--- config.mk ---
export PLATFORM = sky130hd
export DESIGN_NAME = progmem_arbiter_flat
export DESIGN_NICKNAME = d
export VERILOG_FILES = /design/src/rtl/progmem_arbiter_if.sv /design/src/rtl/progmem_arbiter.sv /design/src/flat_wrapper.sv
export SDC_FILE = /design/constraint.sdc
export NUM_CORES = 1
export LEC_CHECK = 0
export CAP_MARGIN = 30
export CORE_MARGIN = 3
export CORE_UTILIZATION = 26
export DETAILED_ROUTE_END_ITERATION = 10
export PLACE_DENSITY = 0.9
export SLEW_MARGIN = 10
export SYNTH_ARGS = -nofsm -noshare
export SYNTH_HDL_FRONTEND = slang
export SYNTH_SLANG_ARGS = --single-unit
export TNS_END_PERCENT = 5
--- constraint.sdc ---
create_clock -name clk -period 1.7 [get_ports clk]
set_input_delay 0.34 -clock clk [delete_from_list [all_inputs] [get_ports clk]]
set_output_delay 0.34 -clock clk [all_outputs]
set_load 0.01 [all_outputs]
--- src/rtl/progmem_arbiter_if.sv ---
// Word-addressed read bus shared by the progmem arbiter's master ports and its ROM port.
// The master modport drives address/read; the slave modport answers with data/response/stall.
interface progmem_arbiter_if #(
    parameter int unsigned ADDR_W = 10
);
    logic [ADDR_W-1:0] address;
    logic              read;
    logic [31:0]       readdata;
    logic [1:0]        response;
    logic              waitrequest;

    modport master (
        output address,
        output read,
        input  readdata,
        input  response,
        input  waitrequest
    );

    modport slave (
        input  address,
        input  read,
        output readdata,
        output response,
        output waitrequest
    );
endinterface

--- src/rtl/progmem_arbiter.sv ---
// Two-master read arbiter in front of the one-wait-state program ROM; out-of-range reads are
// answered locally with SLVERR. Define PROGMEM_ARB_RR_EN for round-robin tie-breaking.
module progmem_arbiter #(
    parameter int unsigned ADDR_W    = 10,
    parameter int unsigned ROM_DEPTH = 1024
) (
    input  logic             clk,
    input  logic             rst,
    progmem_arbiter_if.slave  m0,
    progmem_arbiter_if.slave  m1,
    progmem_arbiter_if.master s
);

    typedef enum logic [1:0] {
        StIdle,
        StIssue,
        StErr
    } state_e;

    localparam logic [1:0] RespOkay   = 2'b00;
    localparam logic [1:0] RespSlvErr = 2'b10;

    state_e              state_q, state_d;
    logic                owner_q, owner_d;  // 0: m0, 1: m1
    logic                s_read_q, s_read_d;
    logic [ADDR_W-1:0]   s_address_q, s_address_d;

    logic                any_req;
    logic                grant;
    logic [ADDR_W-1:0]   win_addr;
    logic                win_err;
    logic                done_any;
    logic                done_ok;
    logic                done0, done1;
    logic [31:0]         done_data;
    logic [1:0]          done_resp;

    assign any_req  = m0.read | m1.read;
    assign win_addr = grant ? m1.address : m0.address;
    assign win_err  = 32'(win_addr) >= ROM_DEPTH;

`ifdef PROGMEM_ARB_RR_EN
    logic last_q, last_d;

    // On a tie the master not granted last time wins.
    always_comb begin
        grant = m1.read;
        if (m0.read && m1.read) begin
            grant = ~last_q;
        end
    end

    always_comb begin
        last_d = last_q;
        if (state_q == StIdle && any_req) begin
            last_d = grant;
        end
    end

    always_ff @(posedge clk) begin
        if (rst) begin
            last_q <= 1'b1;
        end else begin
            last_q <= last_d;
        end
    end
`else
    always_comb begin
        grant = ~m0.read;
    end
`endif

    always_comb begin
        state_d     = state_q;
        owner_d     = owner_q;
        s_read_d    = s_read_q;
        s_address_d = s_address_q;
        done_any    = 1'b0;
        done_data   = 32'h0;
        done_resp   = RespOkay;

        unique case (state_q)
            StIdle: begin
                s_read_d = 1'b0;
                if (any_req) begin
                    owner_d = grant;
                    if (win_err) begin
                        state_d = StErr;
                    end else begin
                        state_d     = StIssue;
                        s_read_d    = 1'b1;
                        s_address_d = win_addr;
                    end
                end
            end
            StIssue: begin
                if (!s.waitrequest) begin
                    done_any  = 1'b1;
                    done_data = s.readdata;
                    done_resp = s.response;
                    s_read_d  = 1'b0;
                    state_d   = StIdle;
                end
            end
            StErr: begin
                done_any  = 1'b1;
                done_resp = RespSlvErr;
                state_d   = StIdle;
            end
            default: begin
                state_d  = StIdle;
                s_read_d = 1'b0;
            end
        endcase
    end

    // A completion coinciding with reset is dropped; the held request is rearbitrated.
    assign done_ok = done_any & ~rst;
    assign done0   = done_ok & ~owner_q;
    assign done1   = done_ok & owner_q;

    assign m0.waitrequest = m0.read & ~done0;
    assign m0.readdata    = done0 ? done_data : 32'h0;
    assign m0.response    = done0 ? done_resp : RespOkay;

    assign m1.waitrequest = m1.read & ~done1;
    assign m1.readdata    = done1 ? done_data : 32'h0;
    assign m1.response    = done1 ? done_resp : RespOkay;

    assign s.read    = s_read_q;
    assign s.address = s_address_q;

    always_ff @(posedge clk) begin
        if (rst) begin
            state_q     <= StIdle;
            owner_q     <= 1'b0;
            s_read_q    <= 1'b0;
            s_address_q <= '0;
        end else begin
            state_q     <= state_d;
            owner_q     <= owner_d;
            s_read_q    <= s_read_d;
            s_address_q <= s_address_d;
        end
    end

endmodule

--- src/flat_wrapper.sv ---
// flat-port wrapper written by rule: the top's interface ports become plain ports
module progmem_arbiter_flat 
#(
    parameter int unsigned ADDR_W    = 10,
    parameter int unsigned ROM_DEPTH = 1024
)
  (clk, rst, m0_address, m0_read, m0_readdata, m0_response, m0_waitrequest, m1_address, m1_read, m1_readdata, m1_response, m1_waitrequest, s_address, s_read, s_readdata, s_response, s_waitrequest);
  progmem_arbiter_if #(.ADDR_W(ADDR_W)) m0_i ();
  progmem_arbiter_if #(.ADDR_W(ADDR_W)) m1_i ();
  progmem_arbiter_if #(.ADDR_W(ADDR_W)) s_i ();
  input  logic clk;
  input  logic rst;
  input wire logic [$bits(m0_i.address)-1:0] m0_address;
  input wire logic [$bits(m0_i.read)-1:0] m0_read;
  output wire logic [$bits(m0_i.readdata)-1:0] m0_readdata;
  output wire logic [$bits(m0_i.response)-1:0] m0_response;
  output wire logic [$bits(m0_i.waitrequest)-1:0] m0_waitrequest;
  input wire logic [$bits(m1_i.address)-1:0] m1_address;
  input wire logic [$bits(m1_i.read)-1:0] m1_read;
  output wire logic [$bits(m1_i.readdata)-1:0] m1_readdata;
  output wire logic [$bits(m1_i.response)-1:0] m1_response;
  output wire logic [$bits(m1_i.waitrequest)-1:0] m1_waitrequest;
  output wire logic [$bits(s_i.address)-1:0] s_address;
  output wire logic [$bits(s_i.read)-1:0] s_read;
  input wire logic [$bits(s_i.readdata)-1:0] s_readdata;
  input wire logic [$bits(s_i.response)-1:0] s_response;
  input wire logic [$bits(s_i.waitrequest)-1:0] s_waitrequest;
  assign m0_i.address = m0_address;
  assign m0_i.read = m0_read;
  assign m0_readdata = m0_i.readdata;
  assign m0_response = m0_i.response;
  assign m0_waitrequest = m0_i.waitrequest;
  assign m1_i.address = m1_address;
  assign m1_i.read = m1_read;
  assign m1_readdata = m1_i.readdata;
  assign m1_response = m1_i.response;
  assign m1_waitrequest = m1_i.waitrequest;
  assign s_address = s_i.address;
  assign s_read = s_i.read;
  assign s_i.readdata = s_readdata;
  assign s_i.response = s_response;
  assign s_i.waitrequest = s_waitrequest;
  progmem_arbiter #(.ADDR_W(ADDR_W), .ROM_DEPTH(ROM_DEPTH)) u_core (.clk(clk), .rst(rst), .m0(m0_i), .m1(m1_i), .s(s_i));
endmodule
==> key figures <==
Outcome
  – Outcome: finished, violations left
  – Failing checks: setup timing

Worst setup path
  – CP Launch Type: input port
  – Worst endpoint required time: 1360 ps
  – Arrival time at the worst endpoint: 1470 ps
  – Family of cells with the greatest summed delay on the critical path: buffers and inverters
  – Critical path, cell by cell: clkdlybuf4s15_1 > nand2b_4 > nor3b_4 > buf_6 > buf_6 > buf_16 > and2_4 > buf_6
  – Standard cell with the maximum stage delay on the critical path: sky130_fd_sc_hd__nor3b_4
  – Critical path type: in2out
  – Most frequent cell on the critical path: sky130_fd_sc_hd__buf_6
  – Highest cell delay on the worst timing path: 220 ps
  – CP Capture Type: primary output
  – Critical path fanouts, max: 4
  – Buffers plus inverters on the worst setup path: 5

Routing
  – Remaining routing DRC violations: 0
  – Post-detailed-routing wire length: 5.130 mm
  – Count of antenna-violating nets left after detailed routing: 0
  – Drt first-iter violations: 38
  – Routed wirelength normalized by instance count: 15.22 um
  – Pre-antenna DRT Iters: 2
  – Via count: 1497
  – Vias per inst: 4.442

Clock tree
  – Cell at the root of the clock tree: sky130_fd_sc_hd__clkbuf_8
  – TritonCTS Buffers: 3
  – Clock-pin slew reported for the worst setup and hold paths after clock tree synthesis: 50 ps
  – Cts hold-fix bufs: 0
  – CTS sink cnt: 13
  – Bufs on Longest Clock Path: 2
  – Clk_lat worst skew: 240 ps
  – Number of levels the H-tree was split into: 1
  – Clock tree from TritonCTS: done

Placed design
  – Detailed-placement wirelength estimate: 3.657 mm
  – Placed cell area: 2585 um2
  – Placed instance count: 321
  – Port buffer count: 139
  – Weighted congestion at the end of routability-driven global placement: 0.7705

Cells and area
  – Number of nets in the layout: 347
  – Area growth from synthesis to layout: 148.0%
  – Number of antenna diodes: 0
  – Share of layout cells above drive strength 1: 45.99%
  – Post-route cell area: 2740 um2
  – Final non-filler cell total: 337

Flow run
  – Max Cap Violations: 0

Floorplan
  – Initial core utilization: 27.23%
  – Full die area: 5067 um2
  – Die extent in x: 71.19 um
  – Core region area: 4058 um2
  – Die Y-Extent: 71.19 um
  – Number of standard-cell rows in the floorplan: 23
  – Top Ports: 140

STA
  – Worst Tran Pin Value: 323.3 ps
  – Clock Skew: 0.2764 ps
  – Hold Worst Slack: 491.9 ps
  – Worst rel slew slack: 78.26%
  – Final number of setup-violating endpoints: 48
  – Shortest period the worst path allows: 1809 ps
  – Final-report hold violation count: 0
  – Unrepaired setup endpoints after global routing: yes
  – Final period utilization: 106.4%
  – Number of slew-limit violations in the final report: 0
  – Worst-case setup margin in the final layout: -109.5 ps
  – Highest clock frequency the design can meet: 0.5526 GHz

Synthesis
  – Mean area per synthesized cell: 8.184 um2
  – Yosys warning total: 0
  – Synth Register Bits: 13
  – Number of instances in the synthesized netlist: 135
  – Nets in the synthesized netlist: 194
  – Sequential-to-total area share from yosys stat: 23.56%
  – Unique masters post-synth: 20
  – Combined area of all synthesized cells: 1105 um2

Power and ir drop
  – Power Dens Cells: 383.4 nW/um2
  – Leak Pwr: 1.326 nW
  – Worst vdd rail ir drop: 329.4 uV
  – Overall power of the completed layout: 1.051 mW

Global routing
  – First-pass GRT wire length: 8.045 mm
  – Maximum number of pins on one net before global-route repair: 21
  – GRT Total Usage: 20.05%
  – Remaining global-route overflow: 0
  – Number of antenna violations at the first check in global routing: 0
  – Number of global-route vias before repair: 1523

Worst hold path
  – Hold Crit Class: reg2reg
-- Yosys cell counts (all sizes together) --
cell	count	area, um2
clkbuf	4	15.01
o31ai	1	7.510
nor2b	1	6.260
and2b	1	7.510
and2	68	456.7
nor2	12	45.04
a21oi	1	5.000
mux2i	10	100.1
a211oi	11	82.58
buf	7	56.30
inv	1	3.750
o21ba	1	10.01
nor3b	1	18.77
nor3	2	21.27
nand2b	1	8.760
dfxtp	13	260.3
-- cell families (layout without fill, tap and decap cells) --
family                 after synthesis  count (layout)  synth area share, %
AOI/OAI and AO/OA                   14              14                9.513
buffers and inverters               12             164                6.794
DFF                                 13              13                23.56
muxes                               10              10                9.060
and+or+nand+nor                     86              86                51.08
-- path summary, 6_finish.rpt --
path,start,end,slack [ps],depth (start not counted)
max,s_waitrequest,m1_readdata[7],-110,8
min,u_core.s.read,u_core.s.read,490,2
max reg2reg,u_core.state_q[0],u_core.s.address[0],510,5
min reg2reg,u_core.s.read,u_core.s.read,490,2
-- state kept, by name, indices dropped and copies added (netlist names) --
name / flops
u_core.s.read: 1
u_core.owner_q: 1
u_core.s.address: 10
u_core.state_q: 1
-- where the power goes --
part           total [mW]  internal [mW]  leakage [nW]  switching [mW]
logic               0.429          0.275          1.20           0.154
clock network       0.270          0.165        0.0228           0.105
registers           0.351          0.335         0.108          0.0160
-- through the flow --
stage	util (%)	setup TNS (ps)	worst slack, ps
after CTS	70.06	-5823	-209.0
after global placement	63.71	-45530	-707.6
after global routing	67.53	-6708	-164.6
after detailed placement	63.71	-47520	-726.9
after floorplan	-	0	183.7
final	67.53	-2272	-109.5
-- layer usage --
metal  track usage, %  wire (um)  up-vias
li1                 -          -      747
met1            22.84       1881      670
met2            38.67       2824       74
met3            3.125        362        6
met4            4.175         61        0
met5                0          0        -
-- layout by cell type (no fill, tap or decap) --
| cell | instances |
|---|---|
| sky130_fd_sc_hd__nor2b_1 | 1 |
| sky130_fd_sc_hd__and2_4 | 33 |
| sky130_fd_sc_hd__mux2i_1 | 10 |
| sky130_fd_sc_hd__nor3_1 | 1 |
| sky130_fd_sc_hd__nor2_1 | 12 |
| sky130_fd_sc_hd__clkdlybuf4s15_1 | 1 |
| sky130_fd_sc_hd__nor3b_4 | 1 |
| sky130_fd_sc_hd__dfxtp_1 | 12 |
| sky130_fd_sc_hd__buf_2 | 35 |
| sky130_fd_sc_hd__nor3_4 | 1 |
| sky130_fd_sc_hd__buf_16 | 2 |
| sky130_fd_sc_hd__clkdlybuf4s50_1 | 67 |
| sky130_fd_sc_hd__buf_4 | 6 |
| sky130_fd_sc_hd__clkbuf_8 | 3 |
| sky130_fd_sc_hd__buf_6 | 40 |
| sky130_fd_sc_hd__o31ai_1 | 1 |
| sky130_fd_sc_hd__buf_8 | 2 |
| sky130_fd_sc_hd__clkbuf_1 | 1 |
| sky130_fd_sc_hd__and2_1 | 35 |
| sky130_fd_sc_hd__dfxtp_2 | 1 |
| sky130_fd_sc_hd__a21oi_1 | 1 |
| sky130_fd_sc_hd__a211oi_1 | 11 |
| sky130_fd_sc_hd__and2b_1 | 1 |
| sky130_fd_sc_hd__inv_1 | 1 |
| sky130_fd_sc_hd__nand2b_4 | 1 |
| sky130_fd_sc_hd__clkbuf_2 | 1 |
| sky130_fd_sc_hd__o21ba_2 | 1 |
| sky130_fd_sc_hd__buf_12 | 5 |
-- worst reg2reg max path, cell delays in order, from the launching register on --
cell,delay (ps)
sky130_fd_sc_hd__dfxtp_2,330
sky130_fd_sc_hd__buf_4,130
sky130_fd_sc_hd__o21ba_2,250
sky130_fd_sc_hd__buf_12,140
sky130_fd_sc_hd__nor2_1,50
sky130_fd_sc_hd__a211oi_1,200
-- layout make-up --
type | instances | area, um2
Clock buffer | 4 | 45.04
Fill cell | 338 | 1318
Inverter | 1 | 3.754
Multi-Input combinational cell | 110 | 825.8
Sequential cell | 13 | 261.5
Tap cell | 50 | 62.56
Timing Repair Buffer | 159 | 1541
-- repair_timing --
item / 4_1_cts / 5_1_grt
gates resized for setup: 344 / 26
setup endpoints to repair: 70 / 70
buffers inserted: 9 / 1
pin swaps: 41 / 6
gates cloned: 5 / 0
Power figures use the tool's default switching activity.
